<file path="config.mk">
export PLATFORM = sky130hd
export DESIGN_NAME = star_spawner
export DESIGN_NICKNAME = d
export VERILOG_FILES = /design/src/rtl/star_spawner.sv
export SDC_FILE = /design/constraint.sdc
export NUM_CORES = 1
export LEC_CHECK = 0
export ABC_AREA = 1
export CORE_MARGIN = 3
export CORE_UTILIZATION = 45
export DETAILED_ROUTE_END_ITERATION = 6
export PLACE_DENSITY = 0.82
export SYNTH_ARGS = -nofsm -noshare
export SYNTH_HDL_FRONTEND = slang
export SYNTH_SLANG_ARGS = --single-unit
</file>
<file path="constraint.sdc">
create_clock -name clk -period 4 [get_ports clk]
set_clock_uncertainty 0.05 [all_clocks]
set_input_delay 0.4 -clock clk [delete_from_list [all_inputs] [get_ports clk]]
set_output_delay 0.4 -clock clk [all_outputs]
set_load 0.02 [all_outputs]
</file>
<file path="src/rtl/star_spawner.sv">
// star_spawner
//   Manages a small fixed pool of falling stars. A put_star pulse claims the
//   lowest free slot and places it at a pseudo-random x (from a free-running
//   16-bit Galois LFSR) and at Y_START. Each startOfFrame tick moves every live
//   star down by SPEED rows. A star that would pass Y_LIMIT is retired.
//   kill_mask retires slots on collision. A request that finds no free slot is
//   dropped and counted.
//
// Ports
//   clk          in   system clock
//   reset        in   asynchronous active-high reset
//   put_star     in   one-cycle spawn request
//   startOfFrame in   one-cycle frame tick
//   kill_mask    in   per-slot retire request (collision)
//   star_active  out  per-slot live flags
//   star_x       out  flattened x, slot i at [i*X_BITS +: X_BITS]
//   star_y       out  flattened y, slot i at [i*Y_BITS +: Y_BITS]
//   spawn_drop   out  one-cycle pulse when a request is dropped
//   drop_count   out  saturating count of dropped requests
module star_spawner #(
  parameter int NUM_STARS   = 4,
  parameter int X_BITS      = 11,
  parameter int Y_BITS      = 11,
  parameter int X_MIN       = 64,
  parameter int X_RAND_BITS = 9,
  parameter int Y_START     = 0,
  parameter int Y_LIMIT     = 479,
  parameter int SPEED       = 2
) (
  input  logic                          clk,
  input  logic                          reset,
  input  logic                          put_star,
  input  logic                          startOfFrame,
  input  logic [NUM_STARS-1:0]          kill_mask,
  output logic [NUM_STARS-1:0]          star_active,
  output logic [NUM_STARS*X_BITS-1:0]   star_x,
  output logic [NUM_STARS*Y_BITS-1:0]   star_y,
  output logic                          spawn_drop,
  output logic [7:0]                    drop_count
);

  typedef enum logic {
    S_IDLE = 1'b0,
    S_FALL = 1'b1
  } state_e;

  localparam logic [15:0]       LFSR_SEED = 16'hACE1;
  localparam logic [15:0]       LFSR_TAPS = 16'hB400;
  localparam logic [X_BITS-1:0] X_MIN_V   = X_BITS'(X_MIN);
  localparam logic [Y_BITS-1:0] Y_START_V = Y_BITS'(Y_START);
  localparam logic [Y_BITS:0]   Y_LIMIT_V = (Y_BITS+1)'(Y_LIMIT);
  localparam logic [Y_BITS:0]   SPEED_V   = (Y_BITS+1)'(SPEED);

  state_e              state_q [NUM_STARS];
  state_e              state_d [NUM_STARS];
  logic [X_BITS-1:0]   x_q     [NUM_STARS];
  logic [X_BITS-1:0]   x_d     [NUM_STARS];
  logic [Y_BITS-1:0]   y_q     [NUM_STARS];
  logic [Y_BITS-1:0]   y_d     [NUM_STARS];
  logic [15:0]         lfsr_q;
  logic [15:0]         lfsr_d;
  logic                drop_q;
  logic                drop_d;
  logic [7:0]          cnt_q;
  logic [7:0]          cnt_d;

  logic [NUM_STARS-1:0] target_s;
  logic                 found_s;
  logic [X_BITS-1:0]    spawn_x_s;
  logic [Y_BITS:0]      y_sum_s;

  // Next-state logic: LFSR step, slot selection, per-slot FSM, drop counter.
  always_comb begin
    lfsr_d    = lfsr_q[0] ? ((lfsr_q >> 1) ^ LFSR_TAPS) : (lfsr_q >> 1);
    spawn_x_s = X_MIN_V + {{(X_BITS-X_RAND_BITS){1'b0}}, lfsr_q[X_RAND_BITS-1:0]};
    target_s  = '0;
    found_s   = 1'b0;
    y_sum_s   = '0;

    // A slot being killed this cycle is not eligible, even if it is idle.
    for (int i = 0; i < NUM_STARS; i++) begin
      if (!found_s && (state_q[i] == S_IDLE) && !kill_mask[i]) begin
        target_s[i] = 1'b1;
        found_s     = 1'b1;
      end else begin
        target_s[i] = target_s[i];
      end
    end

    for (int i = 0; i < NUM_STARS; i++) begin
      state_d[i] = state_q[i];
      x_d[i]     = x_q[i];
      y_d[i]     = y_q[i];
      y_sum_s    = {1'b0, y_q[i]} + SPEED_V;
      case (state_q[i])
        S_IDLE: begin
          // Only idle slots are spawn targets, so a fresh star never advances
          // in the frame it is born.
          if (put_star && target_s[i]) begin
            state_d[i] = S_FALL;
            x_d[i]     = spawn_x_s;
            y_d[i]     = Y_START_V;
          end else begin
            state_d[i] = S_IDLE;
          end
        end
        S_FALL: begin
          if (kill_mask[i]) begin
            state_d[i] = S_IDLE;
          end else if (startOfFrame) begin
            // Retire with y held rather than wrapping past the limit.
            if (y_sum_s > Y_LIMIT_V) begin
              state_d[i] = S_IDLE;
            end else begin
              y_d[i] = y_sum_s[Y_BITS-1:0];
            end
          end else begin
            state_d[i] = S_FALL;
          end
        end
        default: begin
          state_d[i] = S_IDLE;
        end
      endcase
    end

    drop_d = put_star && !found_s;
    if (drop_d && (cnt_q != 8'hFF)) begin
      cnt_d = cnt_q + 8'd1;
    end else begin
      cnt_d = cnt_q;
    end
  end

  // State registers with asynchronous reset.
  always_ff @(posedge clk or posedge reset) begin
    if (reset) begin
      for (int i = 0; i < NUM_STARS; i++) begin
        state_q[i] <= S_IDLE;
        x_q[i]     <= '0;
        y_q[i]     <= '0;
      end
      lfsr_q <= LFSR_SEED;
      drop_q <= 1'b0;
      cnt_q  <= 8'd0;
    end else begin
      for (int i = 0; i < NUM_STARS; i++) begin
        state_q[i] <= state_d[i];
        x_q[i]     <= x_d[i];
        y_q[i]     <= y_d[i];
      end
      lfsr_q <= lfsr_d;
      drop_q <= drop_d;
      cnt_q  <= cnt_d;
    end
  end

  genvar g;
  generate
    for (g = 0; g < NUM_STARS; g++) begin : g_flat
      assign star_active[g]             = (state_q[g] == S_FALL);
      assign star_x[g*X_BITS +: X_BITS] = x_q[g];
      assign star_y[g*Y_BITS +: Y_BITS] = y_q[g];
    end
  endgenerate

  assign spawn_drop = drop_q;
  assign drop_count = cnt_q;

endmodule

</file>
# After elaboration in Yosys (flattened, before gate mapping)
# Index checks and enable logic that the tools add are counted.
# Widths: inputs -> output; s select.
[totals] in_bits=8 out_inout_bits=101 word_cells=124 reg_bits=117
[op_classes] n_mux=48 magnitude_cmp=4 n_reduce_logical=29 n_addsub=6 eq_ne=17 n_bitwise=5
[ops] operator="$mux 11" count=16
[ops] operator="$pmux 11 s2" count=4
[ops] operator="$add 11x2->12 const B" count=4
[ops] operator="$gt 12x9->1 const B" count=4
[ops] operator="$ne 2x2->1 const B" count=12
[ops] operator="$mux 1" count=23
[ops] operator="$mux 16" count=1
[ops] operator="$reduce_and 4->1" count=4
[ops] operator="$logic_and 1x1->1" count=13
[ops] operator="$add 7x9->10 const A" count=1
[ops] operator="$add 8x1->8 const B" count=1
[ops] operator="$logic_not 1->1" count=8
[ops] operator="$ne 2x1->1 const B" count=4
[ops] operator="$ne 8x8->1 const B" count=1
[ops] operator="$pmux 1 s2" count=4
[ops] operator="$reduce_and 2->1" count=4
[ops] operator="$not 1->1" count=4
[ops] operator="$not 3->4" count=1

# Depth between registers and ports, before layout
# Gate-level depths: netlist (run 1).
[logic_depth] word_depth=18 ltp_mapped=12 ltp_nobuf=12

# Worst setup path before layout (run 1)
# No wires, ideal clock.
[synth_timing] path_type="flip-flop to flip-flop" from="reg y_q (netlist bit star_y[1])" to="reg state_q (netlist bit star_active[0])" slack_ns=2.190 setup_ns=0.116 t_arrival_ns=1.643 stages_incl_launch_ff=13 cell_sequence="dfrtp_1 ha_1 nand3_1 inv_1 nand2_1 nand3_1 nor2_1 nand2_1 nand3_1 nand2_2 buf_6 o21bai_2 inv_1"
[synth_lines] item="start: declaration" line_no="58" rtl="logic [Y_BITS-1:0] y_q [NUM_STARS];"
[synth_lines] item="start signal: indexed assignment" line_no="150" rtl="y_q[i] <= y_d[i];"
[synth_lines] item="end signal: indexed assignment" line_no="148" rtl="state_q[i] <= state_d[i];"
[synth_lines] item="end: declaration" line_no="54" rtl="state_e state_q [NUM_STARS];"

# Final worst setup path (run 1)
[layout_timing] from="in kill_mask[0]" to="reg y_q (netlist bit star_y[25])"
[layout_between] elab_chain_len=14
[layout_lines] item="start: declaration" line_no="34" rtl="input logic [NUM_STARS-1:0] kill_mask,"
[layout_lines] item="$logic_not 1->1 (*)" line_no="82" rtl="if (!found_s && (state_q[i] == S_IDLE) && !kill_mask[i]) begin"
[layout_lines] item="$logic_and 1x1->1 (*)" line_no="82"
[layout_lines] item="$mux 1 (*)" line_no="82"
[layout_lines] item="$logic_not 1->1" line_no="82"
[layout_lines] item="$logic_and 1x1->1 (2 in series)" line_no="82"
[layout_lines] item="$mux 1 (*)" line_no="82"
[layout_lines] item="$logic_not 1->1 (*)" line_no="82"
[layout_lines] item="$logic_and 1x1->1 (*) (2 in series)" line_no="82"
[layout_lines] item="$mux 1 (*)" line_no="82"
[layout_lines] item="$logic_and 1x1->1 (*)" line_no="99" rtl="if (put_star && target_s[i]) begin"
[layout_lines] item="$ne 2x1->1 (no source line) (*)"
[layout_lines] item="$reduce_and 4->1 (no source line) (*)"
# Every way passes the cells marked *; elsewhere a longest branch is shown, timed or not.
# A chain may end at the register's enable or synchronous reset.

==> results.md, run 1 <==
- Syn Inst Count: 624
- Core box area: 11100 um^2
- Post-Synthesis Cell Area: 5250 um^2
- Die Y-Extent: 114 um
- Post-CTS setup buffer count: 0
- Initial antenna violation count: 0
- Arrival @ worst endpoint: 2.49 ns
- Final setup vio count: 0
- Pwr dens: 369 nW/um^2
- Outcome: completed
- ANT cells: 0
- Pwr Total: 2450 uW
- Yosys cell types: 36
- I/O pins: 109
- Post-route ant nets: 0
- Clock slew at reported path FFs: 0.08 ns
- # rows: 38
- Yosys warns: 0
- Pleak: 0.00306 uW
- Worst hold path class: reg -> reg
- Total CTS buffers: 9
- RSZ-0062 raised after global routing: no
- Critical Path Source Type: input port
- Critical Path RT: 4.18 ns
- CP endpoint kind: flip-flop
- Routed length per instance: 14.1 um
- Grt total ovfl: 0
- Number of hold buffers added after cts: 0
- Max incr delay on CP: 0.64 ns
- CP Max Fanout: 20
- Port bufs: 100
- Setup CP Type: in -> reg
- First-pass GRT wire length: 20.5 mm
- Rel. slew slack: 0.438
- Worst-Skew Late Latency: 0.34 ns
- Worst slew pin tran: 0.840 ns
- Drc violations: 0
- Detailed Routing Iterations Pass 1: 4
- Worst path cell trace: clkdlybuf4s50_1 -> nor2_1 -> nor2_2 -> nand4_1 -> nand2_4 -> nand2_4 -> nand2_1 -> nand2_1
- Syn_area_per_cell: 8.41 um^2
- Layout cell share with drive strength beyond 1: 0.0825
- DRT iter0 DRCs: 288
- Die Area: 13000 um^2
- Post-cts resize count: 0
- Final period util: 0.577
- CTS max path bufs: 2
- Min Clock Period, post-route: 2.31 ns
- Area Growth Syn to Fin: 26.6%
- Synth Register Bits: 109
- Final Hold Fails: 0
- Via count: 4402
- Max Slew Vio Count: 0
- Placer Congestion: 0.913
- Via-to-Cell Ratio: 5.08
- Global Route Usage Sum: 0.193
- Number of max-cap violations: 0
- Setup TNS Final: 0 ns
- Die X: 114 um
- Number of global-route vias before repair: 4263
- H-tree depth: 3
- Critical-path top delay cell: nand4_1
- Final core utilization: 0.597
- CTS tree: built
- Initial Util: 0.471
- Largest net degree at the start of global routing: 80
- Routed wire length: 12.3 mm
- Seq/Total Area, Yosys: 0.522
- Worst vdd ir: 0.269 mV
- Post-DP HPWL: 8.84 mm
- Final nets: 736
- Fmax: 0.434 GHz
- Clock sink count: 109
- Clock root buffer: clkbuf_16
==> layout by cell type, fill, tap and decap left out, drive strengths merged <==
cell type,synthesis,final
o21ai,47,47
mux2,3,3
ha,6,6
nor2,61,61
nand3,65,65
dfrtp,101,101
buf,18,3
a21oi,14,14
nor3,8,8
nand3b,4,4
nand2,192,192
xnor2,7,7
o21bai,3,3
clkinv,0,4
nor3b,1,1
conb,1,8
inv,58,61
xor2,14,14
a211oi,1,1
a21boi,1,1
nand4,6,6
clkdlybuf4s50,0,100
clkbuf,5,9
dfstp,8,8
==> cells in the mapped netlist <==
library cell / number / area (um^2)
nand2_1: 183 / 687
dfrtp_1: 101 / 2530
nand3_1: 64 / 320
inv_1: 55 / 206
nor2_1: 51 / 191
o21ai_0: 43 / 215
a21oi_1: 14 / 70.1
xor2_1: 14 / 123
nor2_2: 9 / 56.3
buf_4: 8 / 60.1
dfstp_2: 8 / 210
buf_2: 7 / 35.0
xnor2_1: 7 / 61.3
ha_1: 6 / 75.1
nand4_1: 6 / 37.5
nor3_1: 6 / 30.0
nand2_2: 5 / 31.3
clkbuf_1: 4 / 15.0
nand2_4: 4 / 45.0
nand3b_1: 4 / 30.0
buf_6: 3 / 33.8
inv_2: 3 / 11.3
mux2_2: 3 / 33.8
o21ai_2: 3 / 26.3
o21bai_1: 2 / 15.0
a211oi_1: 1 / 7.51
a21boi_0: 1 / 7.51
clkbuf_4: 1 / 7.51
conb_1: 1 / 3.75
nand3_2: 1 / 10.0
nor2_4: 1 / 11.3
nor3_2: 1 / 10.0
nor3_4: 1 / 16.3
nor3b_1: 1 / 7.51
o21ai_1: 1 / 5.00
o21bai_2: 1 / 11.3
==> logic make-up after synthesis <==
| logic type | after synthesis | synth area share |
|---|---|---|
| AO/OA/AOI/OAI | 66 | 0.0682 |
| AND/OR/NAND/NOR | 337 | 0.283 |
| XOR/XNOR | 21 | 0.0351 |
| multiplexers | 3 | 0.00644 |
| flip-flops | 109 | 0.522 |
| buffers and inverters | 81 | 0.0704 |
| other | 1 | 0.000715 |
| adder cells (fa/ha/maj) | 6 | 0.0143 |
==> report_power, final <==
group | switching, uW | internal, uW | total (uW)
Clock | 437 | 445 | 881
Combinational | 219 | 140 | 359
Sequential | 64.3 | 1150 | 1210
Total | 720 | 1730 | 2450
==> worst max-delay path: cells and delay by family <==
family        cells  cell delay, ns
simple gates      7            1.55
buf+inv           1            0.53
==> final timing paths <==
kind / cells past startpoint / slack [ns] / end / from
setup / recovery: 8 / 1.69 / star_y[25] / kill_mask[0]
hold / removal: 0 / 0.30 / lfsr_q[8] / lfsr_q[9]
setup reg to reg: 6 / 1.77 / star_y[25] / star_active[2]
hold reg to reg: 0 / 0.30 / lfsr_q[8] / lfsr_q[9]
max in group asynchronous: 3 / 2.81 / lfsr_q[13] / reset
min in group asynchronous: 2 / 0.35 / star_y[18] / reset
==> final cells by class <==
class                      count  area [um^2]
fill                         992         4490
clock buffer                   9          225
tap                          140          175
clock inverter                 7         78.8
inverter                      58          220
timing repair buffer         103         1040
sequential                   109         2740
multi-input combinational    441         2160
==> sequential cells by signal, summed over array words and instances, names as in the netlist <==
signal,count
star_x,40
star_y,40
spawn_drop,1
star_active,4
drop_count,8
lfsr_q,16
==> through the flow <==
stage / instances / area [um^2] / setup slack (ns) / hold slack, ns
finish: 867 / 6640 / 1.69 / 0.304
global route: 867 / 6640 / 1.46 / 0.313
CTS: 867 / 6640 / 1.69 / 0.306
detailed placement: 851 / 6330 / 1.34 / 0.287
global placement: 851 / 6330 / 1.42 / 0.287
floorplan: 631 / 5270 / 0.689 / 0.281
==> routing by layer <==
layer  GRT usage  part of all wire  vias up  wire [um]
met1       0.251              0.44     2090       5370
li1            -                 -     2170          -
met5           0                 0        -          0
met4      0.0594             0.014        0        172
met3      0.0531             0.073       15        889
met2       0.318              0.48      127       5830
Power figures use the tool's default switching activity.
==> run 2: changes to the inputs <==
PLACE_DENSITY = 0.84   (was 0.82)
clock period = 2.1 ns   (was 4 ns; I/O delays follow)
==> run 2 against run 1 <==
- sequential share of layout area down 0.68 points
- wire length up 3.7%
- non-clock buffer count up 10
- register-to-register slack worse by 1.6 ns
- setup slack worse by 1.5 ns
- first-iteration DRC count up 22%
- clock power up 94%
- via count up 2.8%
- die area unchanged
- worst hold slack worse by 0.11 ns
- critical path type is now reg -> reg
==> results.md, run 2 (synthesis gave the netlist of run 1 again) <==
- Max incr delay on CP: 0.43 ns (-0.21 ns)
- R2r setup slk: 0.19 ns (-1.58 ns)
- Port bufs: 100 (unchanged)
- Worst hold path class: in -> async
- Initial Util: 0.471 (unchanged)
- Layout cell share with drive strength beyond 1: 0.100 (+0.0179)
- Fillers: 974 (-1.8%)
- Commonest non-fill, non-tap cell in the layout: nand2_1
- Final nets: 746 (+1.4%)
- Sequential share of power: 0.482 (-0.012)
- Post-DP HPWL: 9.34 mm (+5.7%)
- Initial antenna violation count: 0 (unchanged)
- Grt total ovfl: 0 (unchanged)
- Worst path bufs/invs: 0 (-1)
- Fmax: 0.523 GHz
- Worst path cell trace: ha_1 -> nand3_1 -> nor2_2 -> nand2_1 -> nand2_1 -> nand3_1 -> nor2_1 -> nand2_1 -> nand2_4 -> nand2_4 -> nand2_1 -> nand2_1
- RSZ-0062 raised after global routing: no
- Routed wire length: 12.7 mm (+3.7%)
- Die Area: 13000 um^2 (unchanged)
- Flip-flop and latch area: 2740 um^2 (+0.14%)
- Setup CP Type: reg -> reg
- Total CTS buffers: 9 (unchanged)
- Post-route ant nets: 0 (unchanged)
- Clock power frac: 0.360 (about the same)
- ANT cells: 0 (unchanged)
- Post-CTS setup buffer count: 0 (unchanged)
- Routed length per instance: 14.5 um (+2.5%)
- Min Clock Period, post-route: 1.91 ns
- Critical-path top delay cell: dfrtp_1
- Met3 usage: 0.0281 (-0.0249)
- CP endpoint kind: flip-flop
- Placer Congestion: 0.868 (-5.0%)
- Pleak: 0.00311 uW (+1.6%)
- Max Slew Vio Count: 0 (unchanged)
- Clock sink count: 109 (unchanged)
- Via-to-Cell Ratio: 5.16 (+1.6%)
- Final period util: 0.911
- Worst vdd ir: 0.586 mV (+120%)
- Die X: 114 um (unchanged)
- First-pass GRT wire length: 21.6 mm (+5.2%)
- Drc violations: 0 (unchanged)
- Switching share of total power: 0.297 (+0.00317)
- Area Growth Syn to Fin: 28.8%
- Core box area: 11100 um^2 (unchanged)
- CTS max path bufs: 2 (unchanged)
- Die Y-Extent: 114 um (unchanged)
- Largest net degree at the start of global routing: 55 (-31%)
- CTS tree: built
- NetSw: 1410 uW (+96%)
- Critical Path RT: 2.28 ns (-1.90 ns)
- Setup TNS Final: 0 ns (unchanged)
- Logic pwr share: 0.158 (+0.012)
- Number of max-cap violations: 0 (unchanged)
- Critical Path Source Type: flip-flop
- Via count: 4524 (+2.8%)
- Number of hold buffers added after cts: 0 (unchanged)
- Worst slew pin tran: 0.498 ns (-0.342 ns)
- Rel. slew slack: 0.667 (+0.229)
- Pwr dens: 703 nW/um^2 (+90%)
- Met1 Use GR: 0.269 (+0.0180)
- Final Hold Fails: 0 (unchanged)
- # rows: 38 (unchanged)
- Worst-Skew Late Latency: 0.34 ns (about the same)
- Commonest cells after routing, fill and taps aside: nand2_1, clkdlybuf4s50_1, dfrtp_1
- Area of the multi-input gates: 2180 um^2 (+0.92%)
- Arrival @ worst endpoint: 2.09 ns (-0.40 ns)
- Clock slew at reported path FFs: 0.08 ns (about the same)
- Outcome: completed
- Peak-usage layer in the global routing report: met2
- H-tree depth: 3 (unchanged)
- Number of global-route vias before repair: 4546 (+6.6%)
- Final core utilization: 0.607 (+0.0108)
- Final setup vio count: 0 (unchanged)
- CP Max Fanout: 10 (-50%)
- Global Route Usage Sum: 0.203 (+0.00983)
- Grt met2 use: 0.352 (+0.0343)
- DRT iter0 DRCs: 350 (+22%)
- Crit path top cell by count: nand2_1
- Crit path max-delay family: simple AND/OR/NAND/NOR gates
- I/O pins: 109 (unchanged)
- Clock root buffer: clkbuf_16
- Detailed Routing Iterations Pass 1: 4 (unchanged)
- Int Power: 3340 uW (+93%)
-- run 2: cell count changes in the layout (fill, tap and decap cells not counted), sizes merged --
| cell | delta |
|---|---|
| buf | +10 |
| clkinvlp | +1 |
| inv | -1 |
-- run 2: metrics by stage --
stage          hold WS [ns]  instances  area [um^2]  setup WS [ns]  power, uW
2_1_floorplan         0.281        631         5280          0.290       2760
6_report              0.194        877         6760          0.187       4750
5_1_grt               0.229        877         6760         0.0131       4970
3_3_place_gp          0.290        861         6420          0.207       3050
3_5_place_dp          0.287        861         6420          0.113       3070
4_1_cts               0.206        877         6730          0.101       4790
-- run 2: timing repair --
action,in CTS,in global routing
resized for setup,0,7
endpoints found under the hold margin,0,0
setup endpoints to repair,0,26
-- run 2: metal layers --
layer  up-vias  share of wire
met3        15          0.043
met5         -              0
li1       2193              -
met2       139           0.51
met4         0          0.013
met1      2177           0.44
-- run 2: area by class of cell --
cell class              count  area share
inverters                  58      0.0328
multi-input cells         441       0.323
flip-flops and latches    109       0.406
repair buffers            113       0.166
clock inverters             7      0.0128
clock buffers               9      0.0333
well taps                 140      0.0259
-- run 2: path summary, 6_finish.rpt --
check / startpoint / cells past startpoint / endpoint
max in group asynchronous: reset / 3 / lfsr_q[6]
hold reg to reg: lfsr_q[9] / 0 / lfsr_q[8]
setup reg to reg: star_y[13] / 12 / star_y[17]
hold / removal: reset / 2 / drop_count[2]
min in group clk: lfsr_q[9] / 0 / lfsr_q[8]
setup / recovery: star_y[13] / 12 / star_y[17]
-- run 2: power by group through the flow --
stage	Sequential [uW]	Clock (uW)	Combinational (uW)
2_1_floorplan	2420	0	338
6_report	2290	1710	752
5_1_grt	2300	1840	826
3_3_place_gp	2320	0	730
4_1_cts	2290	1750	756
3_5_place_dp	2320	0	752
-- run 2: worst register-to-register path: stages (launching register included) --
cell	delay (ns)
dfrtp_1	0.43
ha_1	0.22
nand3_1	0.13
nor2_2	0.18
nand2_1	0.07
nand2_1	0.06
nand3_1	0.07
nor2_1	0.11
nand2_1	0.10
nand2_4	0.14
nand2_4	0.12
nand2_1	0.09
nand2_1	0.05
